===== config.mk =====
export PLATFORM = sky130hd
export DESIGN_NAME = game2048_ctrl_flat
export DESIGN_NICKNAME = d
export VERILOG_FILES = /design/src/rtl/game2048_pkg.sv /design/src/rtl/game2048_ctrl_if.sv /design/src/rtl/game2048_spawn_sel.sv /design/src/rtl/game2048_ctrl.sv /design/src/flat_wrapper.sv
export SDC_FILE = /design/constraint.sdc
export NUM_CORES = 1
export LEC_CHECK = 0
export ABC_AREA = 1
export BUFFER_PORTS_ARGS = -buffer_cell sky130_fd_sc_hd__buf_4
export CAP_MARGIN = 15
export CORE_UTILIZATION = 55
export DETAILED_ROUTE_END_ITERATION = 8
export PLACE_DENSITY = 0.76
export SYNTH_ARGS = -nofsm -noshare
export SYNTH_HDL_FRONTEND = slang
export SYNTH_HIERARCHICAL = 1
export SYNTH_SLANG_ARGS = --single-unit

===== constraint.sdc =====
create_clock -name clk -period 13.3 [get_ports clk]
set_input_delay 2.66 -clock clk [delete_from_list [all_inputs] [get_ports clk]]
set_output_delay 2.66 -clock clk [all_outputs]
set_load 0.1 [all_outputs]

===== src/rtl/game2048_pkg.sv =====
// Shared types and constants for the 2048 move sequencer: FSM states,
// direction one-hot codes, game_state encodings and a one-hot test helper.
package game2048_pkg;

  typedef enum logic [3:0] {
    ST_IDLE    = 4'd0,
    ST_CLEAR   = 4'd1,
    ST_SPAWN0  = 4'd2,
    ST_SPAWN1  = 4'd3,
    ST_WAIT_IN = 4'd4,
    ST_MOVE    = 4'd5,
    ST_WAIT_DP = 4'd6,
    ST_SPAWN   = 4'd7,
    ST_CHECK   = 4'd8,
    ST_WON     = 4'd9,
    ST_LOST    = 4'd10
  } state_t;

  localparam logic [3:0] DIR_RIGHT  = 4'b1000;
  localparam logic [3:0] DIR_LEFT   = 4'b0100;
  localparam logic [3:0] DIR_BOTTOM = 4'b0010;
  localparam logic [3:0] DIR_TOP    = 4'b0001;

  localparam logic [1:0] GS_PLAY = 2'b00;
  localparam logic [1:0] GS_WON  = 2'b01;
  localparam logic [1:0] GS_LOST = 2'b10;
  localparam logic [1:0] GS_IDLE = 2'b11;

  function automatic logic is_one_hot4(input logic [3:0] v);
    return (v != 4'd0) && ((v & (v - 4'd1)) == 4'd0);
  endfunction

endpackage


===== src/rtl/game2048_ctrl_if.sv =====
// Controller <-> board datapath link: move handshake, clear, tile spawn
// and the board status flags the controller evaluates.
interface game2048_ctrl_if;
  logic        dp_clear;
  logic        dp_move_valid;
  logic [3:0]  dp_dir;
  logic        dp_done;
  logic        dp_changed;
  logic        dp_has_2048;
  logic        dp_can_merge;
  logic [15:0] empty_mask;
  logic        spawn_valid;
  logic [3:0]  spawn_idx;
  logic        spawn_val;

  modport master (
    output dp_clear, dp_move_valid, dp_dir, spawn_valid, spawn_idx, spawn_val,
    input  dp_done, dp_changed, dp_has_2048, dp_can_merge, empty_mask
  );

  modport slave (
    input  dp_clear, dp_move_valid, dp_dir, spawn_valid, spawn_idx, spawn_val,
    output dp_done, dp_changed, dp_has_2048, dp_can_merge, empty_mask
  );
endinterface


===== src/rtl/game2048_spawn_sel.sv =====
// Combinational spawn-cell picker: first empty cell at or after the random
// offset, wrapping around the 16-cell board.
module game2048_spawn_sel (
  input  logic [15:0] empty_mask,
  input  logic [3:0]  offset,
  output logic [3:0]  idx,
  output logic        found
);
  logic [15:0] rot_s;
  logic [3:0]  low_s;

  // Rotate right by the offset, pick the lowest set bit, map back to a cell.
  always_comb begin
    rot_s = (empty_mask >> offset) | (empty_mask << (5'd16 - {1'b0, offset}));
    low_s = 4'd0;
    for (int i = 15; i >= 0; i--) begin
      low_s = rot_s[i] ? 4'(i) : low_s;
    end
    idx   = low_s + offset;
    found = |empty_mask;
  end
endmodule


===== src/rtl/game2048_ctrl.sv =====
// 2048 move sequencer: buffers one direction press, issues moves, spawns tiles
// and judges win/lose. Optional WAIT_DP watchdog: GAME2048_CTRL_TIMEOUT_EN.
module game2048_ctrl
  import game2048_pkg::*;
#(
  parameter logic [15:0] LFSR_SEED    = 16'hACE1,
  parameter int unsigned DONE_TIMEOUT = 64
) (
  input  logic                   clk,
  input  logic                   rst,
  input  logic                   start,
  input  logic [3:0]             btn_dir,
  game2048_ctrl_if.master        dp,
  output logic [1:0]             game_state,
  output logic                   busy,
  output logic [15:0]            move_count
);
  state_t      state_r, state_nx_s;
  logic [15:0] lfsr_r;
  logic        lfsr_fb_s;
  logic [3:0]  btn_q_r;
  logic [3:0]  pend_r;
  logic [3:0]  dp_dir_r;
  logic [15:0] move_count_r;
  logic        playing_s;
  logic        spawning_s;
  logic        to_hit_s;
  logic [3:0]  sel_idx_s;
  logic        sel_found_s;

  game2048_spawn_sel u_spawn_sel (
    .empty_mask (dp.empty_mask),
    .offset     (lfsr_r[3:0]),
    .idx        (sel_idx_s),
    .found      (sel_found_s)
  );

  assign lfsr_fb_s  = lfsr_r[0] ^ lfsr_r[2] ^ lfsr_r[3] ^ lfsr_r[5];
  assign playing_s  = state_r inside {ST_WAIT_IN, ST_MOVE, ST_WAIT_DP, ST_SPAWN, ST_CHECK};
  assign spawning_s = state_r inside {ST_SPAWN0, ST_SPAWN1, ST_SPAWN};

`ifdef GAME2048_CTRL_TIMEOUT_EN
  logic [15:0] to_cnt_r;

  // Watchdog counting cycles spent in WAIT_DP.
  always_ff @(posedge clk) begin
    if (!rst) begin
      to_cnt_r <= 16'd0;
    end else if (state_r != ST_WAIT_DP) begin
      to_cnt_r <= 16'd0;
    end else begin
      to_cnt_r <= to_cnt_r + 16'd1;
    end
  end
  assign to_hit_s = (to_cnt_r == 16'(DONE_TIMEOUT - 1));
`else
  assign to_hit_s = 1'b0;
`endif

  // Next-state logic; start overrides everything.
  always_comb begin
    state_nx_s = state_r;
    if (start) begin
      state_nx_s = ST_CLEAR;
    end else begin
      case (state_r)
        ST_IDLE:    state_nx_s = ST_IDLE;
        ST_CLEAR:   state_nx_s = ST_SPAWN0;
        ST_SPAWN0:  state_nx_s = ST_SPAWN1;
        ST_SPAWN1:  state_nx_s = ST_WAIT_IN;
        ST_WAIT_IN: state_nx_s = (pend_r != 4'd0) ? ST_MOVE : ST_WAIT_IN;
        ST_MOVE:    state_nx_s = ST_WAIT_DP;
        ST_WAIT_DP: begin
          if (dp.dp_done) begin
            state_nx_s = dp.dp_changed ? ST_SPAWN : ST_WAIT_IN;
          end else begin
            state_nx_s = to_hit_s ? ST_IDLE : ST_WAIT_DP;
          end
        end
        ST_SPAWN:   state_nx_s = ST_CHECK;
        ST_CHECK: begin
          if (dp.dp_has_2048) begin
            state_nx_s = ST_WON;
          end else if ((dp.empty_mask == 16'd0) && !dp.dp_can_merge) begin
            state_nx_s = ST_LOST;
          end else begin
            state_nx_s = ST_WAIT_IN;
          end
        end
        ST_WON:     state_nx_s = ST_WON;
        ST_LOST:    state_nx_s = ST_LOST;
        default:    state_nx_s = ST_IDLE;
      endcase
    end
  end

  // State, LFSR, press buffering, issued direction and move counter.
  always_ff @(posedge clk) begin
    if (!rst) begin
      state_r      <= ST_IDLE;
      lfsr_r       <= LFSR_SEED;
      btn_q_r      <= 4'd0;
      pend_r       <= 4'd0;
      dp_dir_r     <= 4'd0;
      move_count_r <= 16'd0;
    end else begin
      state_r <= state_nx_s;
      lfsr_r  <= {lfsr_fb_s, lfsr_r[15:1]};
      if (start) begin
        btn_q_r      <= 4'd0;
        pend_r       <= 4'd0;
        dp_dir_r     <= 4'd0;
        move_count_r <= 16'd0;
      end else begin
        btn_q_r <= btn_dir;
        if ((state_r == ST_WAIT_IN) && (pend_r != 4'd0)) begin
          dp_dir_r <= pend_r;
          pend_r   <= 4'd0;
        end else if (playing_s && (pend_r == 4'd0) && is_one_hot4(btn_q_r)) begin
          pend_r <= btn_q_r;
        end else begin
          pend_r <= pend_r;
        end
        if (state_r == ST_CLEAR) begin
          move_count_r <= 16'd0;
        end else if ((state_r == ST_WAIT_DP) && dp.dp_done && dp.dp_changed &&
                     (move_count_r != 16'hFFFF)) begin
          move_count_r <= move_count_r + 16'd1;
        end else begin
          move_count_r <= move_count_r;
        end
      end
    end
  end

  // Moore output decode from the state register.
  always_comb begin
    dp.dp_clear      = (state_r == ST_CLEAR);
    dp.dp_move_valid = (state_r == ST_MOVE);
    dp.dp_dir        = dp_dir_r;
    dp.spawn_valid   = spawning_s && sel_found_s;
    dp.spawn_idx     = spawning_s ? sel_idx_s : 4'd0;
    dp.spawn_val     = spawning_s && (lfsr_r[7:4] == 4'd0);
    busy             = !(state_r inside {ST_WAIT_IN, ST_WON, ST_LOST, ST_IDLE});
    move_count       = move_count_r;
    case (state_r)
      ST_IDLE: game_state = GS_IDLE;
      ST_WON:  game_state = GS_WON;
      ST_LOST: game_state = GS_LOST;
      default: game_state = GS_PLAY;
    endcase
  end
endmodule


===== src/flat_wrapper.sv =====
// flat-port wrapper written by rule: the top's interface ports become plain ports
module game2048_ctrl_flat import game2048_pkg::*;
#(
  parameter logic [15:0] LFSR_SEED    = 16'hACE1,
  parameter int unsigned DONE_TIMEOUT = 64
)
  (clk, rst, start, btn_dir, game_state, busy, move_count, dp_dp_clear, dp_dp_move_valid, dp_dp_dir, dp_spawn_valid, dp_spawn_idx, dp_spawn_val, dp_dp_done, dp_dp_changed, dp_dp_has_2048, dp_dp_can_merge, dp_empty_mask);
  game2048_ctrl_if dp_i ();
  input  logic clk;
  input  logic rst;
  input  logic start;
  input  logic [3:0] btn_dir;
  output logic [1:0] game_state;
  output logic busy;
  output logic [15:0] move_count;
  output wire logic [$bits(dp_i.dp_clear)-1:0] dp_dp_clear;
  output wire logic [$bits(dp_i.dp_move_valid)-1:0] dp_dp_move_valid;
  output wire logic [$bits(dp_i.dp_dir)-1:0] dp_dp_dir;
  output wire logic [$bits(dp_i.spawn_valid)-1:0] dp_spawn_valid;
  output wire logic [$bits(dp_i.spawn_idx)-1:0] dp_spawn_idx;
  output wire logic [$bits(dp_i.spawn_val)-1:0] dp_spawn_val;
  input wire logic [$bits(dp_i.dp_done)-1:0] dp_dp_done;
  input wire logic [$bits(dp_i.dp_changed)-1:0] dp_dp_changed;
  input wire logic [$bits(dp_i.dp_has_2048)-1:0] dp_dp_has_2048;
  input wire logic [$bits(dp_i.dp_can_merge)-1:0] dp_dp_can_merge;
  input wire logic [$bits(dp_i.empty_mask)-1:0] dp_empty_mask;
  assign dp_dp_clear = dp_i.dp_clear;
  assign dp_dp_move_valid = dp_i.dp_move_valid;
  assign dp_dp_dir = dp_i.dp_dir;
  assign dp_spawn_valid = dp_i.spawn_valid;
  assign dp_spawn_idx = dp_i.spawn_idx;
  assign dp_spawn_val = dp_i.spawn_val;
  assign dp_i.dp_done = dp_dp_done;
  assign dp_i.dp_changed = dp_dp_changed;
  assign dp_i.dp_has_2048 = dp_dp_has_2048;
  assign dp_i.dp_can_merge = dp_dp_can_merge;
  assign dp_i.empty_mask = dp_empty_mask;
  game2048_ctrl #(.LFSR_SEED(LFSR_SEED), .DONE_TIMEOUT(DONE_TIMEOUT)) u_core (.clk(clk), .rst(rst), .start(start), .btn_dir(btn_dir), .dp(dp_i), .game_state(game_state), .busy(busy), .move_count(move_count));
endmodule

==> Yosys cells after proc, flatten, opt, wreduce, memory -nomap -nowiden <==
Index checks and enable logic that the tools add are counted.
{ "op_classes": {"n_addsub": 4, "eq_ne": 11, "shifts": 2, "n_mux": 25, "bitwise_logic": 6, "reduce_logical": 26} }
{ "ops": {"columns": ["operator", "count"], "rows": [
  ["$mux 4", 20],
  ["$pmux 4 s10", 1],
  ["$add 16x1->16 const B", 1],
  ["$eq 4x3->1 const B", 4],
  ["$logic_not 16->1", 1],
  ["$logic_not 4->1", 4],
  ["$ne 16x16->1 const B", 1],
  ["$or 16x16->16", 1],
  ["$reduce_or 16->1", 1],
  ["$shl 16x5->16", 1],
  ["$shr 16x4->16", 1],
  ["$eq 4x4->1 const B", 3],
  ["$reduce_bool 4->1", 3],
  ["$logic_and 1x1->1", 10],
  ["$eq 4x2->1 const B", 2],
  ["$pmux 2 s3", 1],
  ["$reduce_or 3->1", 2],
  ["$reduce_bool 5->1", 1],
  ["$sub 5x4->5 const A", 1],
  ["$add 4x4->4", 1],
  ["$and 4x4->4", 1],
  ["$eq 4x1->1 const B", 1],
  ["$sub 4x1->4 const B", 1],
  ["$reduce_bool 3->1", 1],
  ["6 further kinds", 10]
]} }
{ "word_totals": {"regBits": 48, "inputBits": 27, "output_inout_bits": 31} }

==> Longest topological paths before layout <==
Gate-level depths: netlist (run 1).
{ "depth": {"ltp_word": 21, "depth_mapped": 36, "mapped_depth_nobuf": 32} }

==> Modules after synthesis <==
Netlist (run 1), hierarchy kept.
{ "modules_own_cells": {"columns": ["module", "n_inst", "cells_each", "area_per_inst_um2"], "rows": [
  ["game2048_ctrl", 1, 353, 2382.3],
  ["game2048_spawn_sel", 1, 324, 1694.1]
]} }

==> Least setup slack after synthesis (run 1) <==
Ideal clock, no wire load.
{ "synth_path": {"path_kind": "input-to-output", "from": "input dp_empty_mask[12]", "to": "output dp_spawn_idx[3]", "arrival_ns": 5.891, "path_slack_ns": 4.749, "path_stages": 19, "path_cell_list": "nand2_1 > nand2_1 > o21ai_0 > o22ai_1 > nand2_1 > nand2_1 > nor2_1 > nand2_1 > nor2_1 > o21ai_0 > a31oi_1 > ha_1 > a21oi_1 > nand2_1 > xor2_1 > xor2_1 > inv_1 > inv_1 > nor2_1"} }
{ "synth_via": {"elab_chain_cells": 20, "word_cells_on_any_way": 21, "cone_classes": "add/sub (1); shift (2); mux (17); bitwise (1)"} }
{ "synth_rtl": {"columns": ["element", "line", "rtl"], "rows": [
  ["start, declared", "flat_wrapper.sv:26", "input wire logic [$bits(dp_i.empty_mask)-1:0] dp_empty_mask;"],
  ["$shl 16x5->16 / $shr 16x4->16 (equally long branches)", "game2048_spawn_sel.sv:14", "rot_s = (empty_mask >> offset) | (empty_mask << (5'd16 - {1'b0, offset}));"],
  ["$or 16x16->16 *", "game2048_spawn_sel.sv:14", null],
  ["$mux 4 (15 in series)", "game2048_spawn_sel.sv:17", "low_s = rot_s[i] ? 4'(i) : low_s;"],
  ["$mux 4 *", "game2048_spawn_sel.sv:17", null],
  ["$add 4x4->4 *", "game2048_spawn_sel.sv:19", "idx = low_s + offset;"],
  ["net u_core.sel_idx_s[3]", "game2048_ctrl.sv:28", "logic [3:0] sel_idx_s;"],
  ["$mux 4 *", "game2048_ctrl.sv:142", "dp.spawn_idx = spawning_s ? sel_idx_s : 4'd0;"],
  ["end, declared", "flat_wrapper.sv:20", "output wire logic [$bits(dp_i.spawn_idx)-1:0] dp_spawn_idx;"]
]} }
Mark *: on every way through the listed nets, which the timed path passes. The rest lies on a longest branch.

==> Worst setup path in the final report (run 1) <==
{ "layout_path": {"from": "input dp_empty_mask[11]", "to": "output dp_spawn_idx[3]"} }
The elaborated chain is that of the path after synthesis.

==> metrics, run 1 <==
status=finished clean; antenna cell count=0; FMAX=approximately 0.12 GHz; Max Buffers Root-to-Sink=2; post-route ant nets=0; # IOs=between 50 and 60; Hold-fix buffers, CTS=0; leakage dissipation=around 2.2 nW; Worst-Skew Late Latency=~0.31 ns; PD cells=roughly 83 nW/µm²; largest net degree at the start of global routing=22; Wirelength per Cell=between 10 and 15 µm; Sw Share=36.2%; layout cell share with drive strength beyond 1=17.9%; first-pass GRT wire length=around 19000 µm; Worst-path clk slew=approximately 0.09 ns; slowest stage cell, crit path=buf_4; full die area=7760 µm²; final hold vios=0; post-detailed-placement half-perimeter wirelength=8470 µm; # Post-CTS Setup Buffers=0; ys async rst share=0%; Critical Path AT=between 5 and 6 ns; layout overhead on the synthesized area=12.3%; cells after synthesis=between 600 and 700; WP buf/inv=4; dpl cells=811; drt total wl=approximately 11000 µm; Flop pwr share=40.4%; met2 Usage GRT=a little over half; NumNets Final=752; Crit path max-delay family=simple AND/OR/NAND/NOR gates; Core Footprint=between 7000 and 8000 µm²; clk_skew=between 0.005 and 0.006 ns; Final setup viols=0; Final Non-Filler Cells=819; Synth Net Count=a little over 700; Post-synth EDFFs=0; port buffer count=57; DR pass1 iterations=5; register area share after synthesis=a little under a quarter; vias in the first global route=approximately 4200; critical-path maximum fanout=4; DRT iter0 DRCs=roughly 230; worst path cell trace=buf_4 -> nand2_1 -> nand2_1 -> o21ai_0 -> o22ai_1 -> nand2_1 -> nand2_1 -> nor2_1 -> nand2_1 -> nor2_1 -> o21ai_0 -> a31oi_1 -> ha_1 -> a21oi_1 -> nand2_1 -> xor2_1 -> xor2_1 -> inv_1 -> inv_1 -> nor2_1 -> buf_4; # fillers=between 700 and 800; most used cell, CP=nand2_1; Worst path max stage delay=just over 0.3 ns; # rows=31; CTS sink count=48; area occupied by multi-input gates=around 2600 µm²; Setup TNS Final=0 ns; Yosys warning count=6; die outline width=88.1 µm; combinational power share=31.7%; Worst-Margin Slew=roughly 0.85 ns; internal power=0.242 mW; Worst setup EP type=output pin; kind of critical path=in2out; CTS Root Cell=clkbuf_8; CTS buffer count=5; Post-Syn Area per Cell=between 6 and 7 µm²; vias after detailed routing=approximately 4500; Register Area=just under 1000 µm²; Hold WC Path Type=reg2reg; Synth Cell Area=around 4000 µm²; RSZ-0062 raised after global routing=false; Yosys cell types=between 50 and 60; htree depth=2; crit path time final=between 8 and 9 ns; GRT Total Usage=a little under a third; Max-cap violations=0; CTS resizes=0; vias per inst=between 5 and 6; Synth Register Bits=between 40 and 50; CTS tree=done; GR Layer Usage met1=a little over a third; Final Max Slew Viols=0; Primary FF master, synth=dfxtp_1; grt ovf=0; Most Crowded Layer GR=met2; Worst IR Drop VDD=between 0.00007 and 0.00008 V; fin crit share=62.1%; WP data required=~11 ns; Slew Limit Headroom=between 40% and 50%; # DRC=0; CP Launch Type=primary input; P_sw=between 0.1 and 0.15 mW; RD Place Congestion=0.949; Clock power frac=~28%; Die Height=between 80 and 90 µm; initial antenna violation count=0; Initial Util=56.5%; GR Util met3=about 3.2%
stage by stage:
stage	worst slack, ns	cell area [µm²]	hold slack [ns]	utilization [%]	power, mW
after CTS	5.04	4580	0.414	63.4	0.379
after global routing	4.71	4580	0.442	63.4	0.402
after global placement	5.14	4470	0.384	61.9	0.272
after detailed placement	5.05	4470	0.391	61.9	0.274
final	5.04	4580	0.413	63.4	0.379
after floorplan	4.75	4080	0.380	-	0.245
Yosys cell counts, drive strengths merged, types with 2 or more instances:
library cell / instances / area (µm²)
o21ai: 32 / 198
o2111ai: 2 / 17.5
inv: 81 / 307
o211ai: 4 / 30.0
dfxtp: 48 / 961
xnor2: 6 / 52.6
buf: 20 / 155
nor2: 74 / 332
nand3: 71 / 370
nor4: 5 / 31.3
a21oi: 37 / 211
xor2: 6 / 52.6
o22ai: 2 / 12.5
nand4: 12 / 90.1
nor3: 6 / 35.0
ha: 5 / 62.6
clkbuf: 2 / 7.51
a31oi: 2 / 12.5
and2: 4 / 27.5
nand2: 245 / 997
layer usage:
layer / share of wire (%) / vias up
met4: 4.0 / 0
met3: 5.6 / 42
li1: - / 2257
met1: 42 / 2042
met2: 49 / 175
met5: 0 / -
kinds of logic (layout without fill, tap and decap cells):
kind of cell / after synthesis / count (layout) / synth area share, %
simple gates: 420 / 420 / 46.7
buf+inv: 104 / 147 / 11.6
fa+ha+maj: 6 / 6 / 2.03
compound gates: 86 / 86 / 13.3
xor+xnor: 12 / 12 / 2.58
flops: 48 / 48 / 23.6
mux: 1 / 1 / 0.246
cells in the final DEF, fill, tap and decap left out, types with 7 or more instances in the layout:
cell	netlist	routed
nand2_1	226	226
nand4_1	11	11
nor2_1	66	66
a21oi_2	7	7
nand3_1	68	68
o21ai_1	8	8
o21ai_2	7	7
buf_4	1	57
o21ai_0	16	16
inv_1	66	66
nand2_2	13	13
a21oi_1	30	30
dfxtp_1	48	48
inv_2	14	14
tightest hold or removal path: stages, from the launching register on:
cell and delay [ns]:
dfxtp_1 0.32, inv_1 0.03, nand2_1 0.04
power by group through the flow:
stage / Clock, mW / Sequential [mW] / Combinational [mW]
after floorplan: 0 / 0.153 / 0.0924
after global placement: 0 / 0.156 / 0.116
after detailed placement: 0 / 0.156 / 0.118
after CTS: 0.108 / 0.153 / 0.118
after global routing: 0.114 / 0.154 / 0.134
final: 0.106 / 0.153 / 0.120
layout make-up:
cell class	instances	area share [%]
clock buffer	5	1.50
sequential	48	21.0
timing repair buffer	57	9.35
clock inverter	3	0.929
tap	99	2.71
inverter	82	6.78
multi-input combinational	525	57.7
flip-flops by register name (all words and copies together) (netlist names):
signal	count
u_core/lfsr_r	16
u_core/move_count	16
u_core/pend_r	4
u_core/state_r	4
u_core/btn_q_r	4
u_core/dp.dp_dir	4
final timing paths:
path / depth (start not counted) / from / to / slack [ns]
setup / recovery: 21 / dp_empty_mask[11] / dp_spawn_idx[3] / 5.04
hold / removal: 2 / u_core/lfsr_r[11] / u_core/lfsr_r[10] / 0.41
setup reg to reg: 7 / u_core/move_count[0] / u_core/move_count[7] / 11.51
hold reg to reg: 2 / u_core/lfsr_r[11] / u_core/lfsr_r[10] / 0.41
No activity file was read; power rests on OpenSTA's default activity.
==> run 2: changes to the inputs <==
--- a/config.mk
+++ b/config.mk
@@ -5,7 +5,7 @@
 export SDC_FILE = /design/constraint.sdc
 export NUM_CORES = 1
 export LEC_CHECK = 0
-export ABC_AREA = 1
+export ABC_AREA = 0
 export BUFFER_PORTS_ARGS = -buffer_cell sky130_fd_sc_hd__buf_4
 export CAP_MARGIN = 15
 export CORE_UTILIZATION = 55
==> constraint.sdc (replaced) <==
create_clock -name clk -period 8.42 [get_ports clk]
set_input_delay 1.684 -clock clk [delete_from_list [all_inputs] [get_ports clk]]
set_output_delay 1.684 -clock clk [all_outputs]
set_load 0.1 [all_outputs]
==> metrics, run 2 <==
layout cell share with drive strength beyond 1=22.7% (+4.8 points); layout overhead on the synthesized area=12.3% (about the same); Worst setup EP type=output pin; Most Crowded Layer GR=met2; Crit path max-delay family=compound AO/OA/AOI/OAI gates; reg2reg path depth=3 (-4); status=finished clean; critical-path maximum fanout=45 (+41); Core Footprint=7690 µm² (+6.6%); Synth top area share=22.1% (-1.5 points); Critical Path AT=5.58 ns (-0.02 ns); Yosys warning count=6 (unchanged); CTS sink count=48 (unchanged); Wirelength per Cell=18.0 µm (+31%); clk_skew=0.00806 ns (+0.00262 ns); GR Util met3=2.61% (-0.60 points); GR Layer Usage met1=37.0% (+0.71 points); register area share after synthesis=22.1% (-1.5 points); drt total wl=11200 µm (-0.68%); crit path time final=7.26 ns; Post-DP Area=4750 µm² (+6.3%); Worst-Skew Late Latency=0.31 ns (about the same); vias after detailed routing=4072 (-9.8%); vias in the first global route=3670 (-13%); largest cells by area after synthesis=dfxtp_1, mux4_2, mux4_1; port buffer count=57 (unchanged); GRT Total Usage=26.8% (-3.8 points); Hold-fix buffers, CTS=0 (unchanged); Slew Limit Headroom=40.1% (-3.0 points); NumNets Final=551 (-27%); vias per inst=6.56 (+19%); WP data required=6.74 ns (-3.90 ns); Clock power frac=31.2% (+3.2 points); most frequent cells in the layout=buf_4, dfxtp_1, nor2_1; WP buf/inv=3 (-1); Synth Cell Area=4350 µm² (+6.6%); Synth Register Bits=48 (unchanged); Max-cap violations=0 (unchanged); critical path depth=17 (-19%); full die area=8260 µm² (+6.5%); commonest non-fill, non-tap cell in the layout=buf_4; Primary FF master, synth=dfxtp_1; FMAX=about 0.14 GHz; cell with the most instances after synthesis=dfxtp_1; # Post-CTS Setup Buffers=0 (unchanged); final hold vios=0 (unchanged); CTS buffer count=5 (unchanged); Hold Crit Depth=1 (-1); largest net degree at the start of global routing=46 (+110%); Yosys cell types=78 (+50%); Max Buffers Root-to-Sink=2 (unchanged); Final Max Slew Viols=0 (unchanged); synth cell count leaders=dfxtp_1, nor2_1, nand2_1, and2_1; Sw Share=31.5% (-4.7 points); leakage dissipation=1.83 nW (-16%); Setup TNS Final=0 ns (unchanged); internal power=0.439 mW (+82%); Worst-Margin Slew=0.899 ns (+0.0466 ns); Final setup viols=0 (unchanged); Hold WC Path Type=reg2reg; Initial Util=56.5% (about the same); met2 Usage GRT=45.2% (-9.1 points); P_sw=0.202 mW (+47%); Synth area leader=dfxtp_1; Post-Syn Area per Cell=9.04 µm² (+50%); CTS Root Cell=clkbuf_8; CTS tree=done; DR pass1 iterations=5 (unchanged); RD Place Congestion=0.913 (-3.9%); worst path cell trace=buf_4 -> inv_1 -> ha_1 -> mux4_2 -> mux2_2 -> a222oi_1 -> o31a_1 -> and4b_1 -> o31ai_1 -> a31oi_1 -> ha_1 -> a21o_1 -> a21oi_1 -> xnor2_1 -> xnor2_1 -> and2_1 -> buf_4; final instance area=4880 µm² (+6.7%); cells after synthesis=481 (-29%); ys async rst share=0% (unchanged); # DRC=0 (unchanged); first-pass GRT wire length=18100 µm (-3.1%); post-detailed-placement half-perimeter wirelength=8130 µm (-4.0%); Worst IR Drop VDD=0.0000982 V (+25%); DRT iter0 DRCs=332 (+46%); fin crit share=86.3%; Post-synth EDFFs=0 (unchanged); Worst path max stage delay=0.94 ns (+0.63 ns); Die Height=90.9 µm (+3.2%); Worst-path clk slew=0.09 ns (about the same); CTS resizes=0 (unchanged); die outline width=90.9 µm (+3.2%); slowest stage cell, crit path=ha_1; combinational power share=31.4% (-0.3 points); RSZ-0062 raised after global routing=false; PnR worst setup slack=1.16 ns (-3.89 ns); htree depth=2 (unchanged); kind of critical path=reg2out; post-route ant nets=0 (unchanged); # IOs=58 (unchanged); PD cells=131 nW/µm² (+58%); Synth Net Count=514 (-28%); grt ovf=0 (unchanged); initial antenna violation count=0 (unchanged); antenna cell count=0 (unchanged); Post-Place Setup Slack=1.52 ns (-3.53 ns); CP Launch Type=register; Flop pwr share=37.4% (-3.0 points); # rows=32 (+3.2%)
==> run 2: cell types whose count changed after synthesis, sizes merged, moves of 15 or more <==
cell and change:
mux2i +21, nand2b +15, nand3 -54, and2 +19, mux4 +25, nor2 -38, nand2 -211, o21ai -23
inv -67
==> run 2: per-stage QoR <==
stage	utilization, %	power [mW]	cells	hold WS, ns
after detailed placement	61.7	0.443	613	0.396
after floorplan	-	0.395	481	0.386
after CTS	63.5	0.642	621	0.425
after global routing	63.5	0.670	621	0.451
final	63.5	0.641	621	0.417
after global placement	61.7	0.441	613	0.390
==> run 2: cells by family after synthesis <==
logic type      synth area share (%)
mux                             21.0
fa+ha+maj                       1.90
compound gates                  18.9
flops                           22.1
xor+xnor                        2.39
simple gates                    28.3
buf+inv                         5.35
==> run 2: path summary, 6_finish.rpt <==
check / start / endpoint / slack, ns
min: u_core/lfsr_r[14] / u_core/lfsr_r[13] / 0.42
max: u_core/lfsr_r[0] / dp_spawn_idx[3] / 1.16
min reg2reg: u_core/lfsr_r[14] / u_core/lfsr_r[13] / 0.42
max reg2reg: u_core/state_r[0] / u_core/move_count[8] / 6.24
==> run 2: cell type report <==
| cell class | instances | area [µm²] |
|---|---|---|
| multi-input cells | 389 | 3150 |
| clock buffers | 5 | 68.8 |
| fillers | 667 | 2800 |
| inverters | 14 | 52.6 |
| clock inverters | 3 | 68.8 |
| well taps | 102 | 128 |
| repair buffers | 60 | 450 |
| flip-flops and latches | 48 | 962 |
==> run 2: layer usage <==
metal	up-vias	wire, µm
met3	14	693
met1	1969	4790
met5	-	0
li1	1938	-
met2	151	5550
met4	0	159
==> run 2: worst register-to-register path, cell delays in order, from the launching register on <==
cell	delay, ns
dfxtp_1	0.60
nor4b_1	0.73
nand2b_1	0.59
o41ai_1	0.15
==> run 2: power by group through the flow <==
stage	Clock [mW]	Combinational, mW	Sequential (mW)
global route	0.213	0.216	0.241
finish	0.200	0.201	0.239
global placement	0	0.196	0.244
floorplan	0	0.155	0.241
CTS	0.203	0.199	0.239
detailed placement	0	0.198	0.245
==> run 3: changes to the inputs <==
--- a/config.mk
+++ b/config.mk
@@ -8,9 +8,9 @@
 export ABC_AREA = 0
 export BUFFER_PORTS_ARGS = -buffer_cell sky130_fd_sc_hd__buf_4
 export CAP_MARGIN = 15
-export CORE_UTILIZATION = 55
+export CORE_UTILIZATION = 48
 export DETAILED_ROUTE_END_ITERATION = 8
-export PLACE_DENSITY = 0.76
+export PLACE_DENSITY = 0.67
 export SYNTH_ARGS = -nofsm -noshare
 export SYNTH_HDL_FRONTEND = slang
 export SYNTH_HIERARCHICAL = 1
==> metrics, run 3 (same netlist as run 2, synthesis figures left out) <==
status=finished clean; total power=0.609 mW (-4.9%); CTS resizes=0 (unchanged); # rows=34 (+6.3%); post-detailed-placement half-perimeter wirelength=8250 µm (+1.5%); CP Launch Type=primary input; internal power=0.409 mW (-6.8%); htree depth=2 (unchanged); most frequent cells in the layout=buf_4, dfxtp_1, nor2_1; Die Height=97.2 µm (+6.9%); Setup TNS Final=0 ns (unchanged); Worst setup EP type=output pin; # Post-CTS Setup Buffers=0 (unchanged); P_sw=0.200 mW (-0.75%); Clock power frac=27.7% (-3.5 points); drt total wl=11100 µm (-0.89%); Crit path max-delay family=compound AO/OA/AOI/OAI gates; RD Place Congestion=0.958 (+4.9%); Worst path max stage delay=0.59 ns (-0.35 ns); full die area=9440 µm² (+14%); CTS tree=done; NumNets Final=552 (+0.18%); antenna cell count=0 (unchanged); critical-path maximum fanout=10 (-78%); Worst-path clk slew=0.09 ns (about the same); FMAX=0.146 GHz (+6.2%); Hold-fix buffers, CTS=0 (unchanged); PD cells=125 nW/µm² (-4.7%); Worst-Skew Late Latency=0.30 ns (about the same); clk_skew=0.00787 ns (-0.000188 ns); DR pass1 iterations=5 (unchanged); Critical Path AT=5.16 ns (-0.42 ns); slowest stage cell, crit path=mux4_1; vias per inst=6.44 (-1.8%); Sw Share=32.9% (+1.4 points); fin crit share=81.2% (-5.0 points); Final Util=55.6% (-7.9 points); Wirelength per Cell=17.7 µm (-2.0%); kind of critical path=in2out; WP data required=6.74 ns (about the same); # DRC=0 (unchanged); Worst-Margin Slew=0.929 ns (+0.0299 ns); vias after detailed routing=4044 (-0.69%); largest net degree at the start of global routing=45 (-2.2%); final hold vios=0 (unchanged); CTS sink count=48 (unchanged); Initial Util=49.6% (-6.9 points); initial antenna violation count=0 (unchanged); GRT Total Usage=23.1% (-3.7 points); grt ovf=0 (unchanged); Flop pwr share=39.1% (+1.7 points); die outline width=97.2 µm (+6.9%); layout overhead on the synthesized area=12.2%; crit path time final=6.84 ns (-0.425 ns); post-route ant nets=0 (unchanged); combinational power share=33.2% (+1.8 points); CTS Root Cell=clkbuf_8; # IOs=58 (unchanged); Core Footprint=8760 µm² (+14%); vias in the first global route=3690 (+0.54%); Max Buffers Root-to-Sink=2 (unchanged); layout cell share with drive strength beyond 1=22.9% (+0.15 points); Max-cap violations=0 (unchanged); CTS buffer count=5 (unchanged); RSZ-0062 raised after global routing=false; commonest non-fill, non-tap cell in the layout=buf_4; Final Max Slew Viols=0 (unchanged); DRT iter0 DRCs=346 (+4.2%); port buffer count=57 (unchanged); Hold WC Path Type=reg2reg; first-pass GRT wire length=18300 µm (+0.76%); Slew Limit Headroom=37.7% (-2.4 points); Final setup viols=0 (unchanged); leakage dissipation=1.82 nW (-0.47%); Worst IR Drop VDD=0.0000934 V (-4.9%); WP buf/inv=2 (-1); worst path cell trace=buf_4 -> mux4_1 -> a211oi_2 -> o21ai_0 -> a211oi_1 -> and3_1 -> a211oi_2 -> o31ai_1 -> ha_1 -> a21o_1 -> a21oi_1 -> xnor2_1 -> xnor2_1 -> and2_1 -> buf_4
-- run 3: changes by cell type in the layout (fill, tap and decap cells not counted) --
cell	change
clkinvlp_4	+1
buf_4	+1
bufinv_16	-1
-- run 3: area by class of cell --
class                   count  area (µm²)
clock buffers               5        68.8
clock inverters             3        46.3
fillers                   809        3890
inverters                  14        52.6
multi-input cells         389        3150
flip-flops and latches     48         962
well taps                 108         135
repair buffers             61         458
-- run 3: per-layer routing --
metal	track usage, %	wire length (µm)
met1	30.7	4820
met2	39.3	5480
met3	3.09	559
met4	6.20	236
met5	0	0
-- run 3: worst paths after layout --
path,cells past startpoint,startpoint,to,slack [ns]
worst min-delay path,1,u_core/lfsr_r[8],u_core/lfsr_r[7],0.42
worst min register to register,1,u_core/lfsr_r[8],u_core/lfsr_r[7],0.42
worst max register to register,3,u_core/state_r[0],u_core/move_count[8],6.30
worst max-delay path,15,dp_empty_mask[3],dp_spawn_idx[3],1.58
-- run 3: per-stage QoR --
stage / std cells / setup slack, ns / hold WS, ns / instance area, µm²
2_1_floorplan: 481 / 1.73 / 0.386 / 4350
3_3_place_gp: 620 / 1.66 / 0.393 / 4760
3_5_place_dp: 620 / 1.60 / 0.397 / 4760
4_1_cts: 628 / 1.56 / 0.420 / 4880
5_1_grt: 628 / 1.32 / 0.432 / 4880
6_report: 628 / 1.58 / 0.415 / 4880
-- run 3: power by group through the flow --
stage               combinational, mW  clock (mW)  sequential (mW)
floorplan                       0.155           0            0.241
global placement                0.198           0            0.244
detailed placement              0.200           0            0.244
CTS                             0.201       0.173            0.238
global route                    0.219       0.183            0.240
finish                          0.202       0.169            0.238
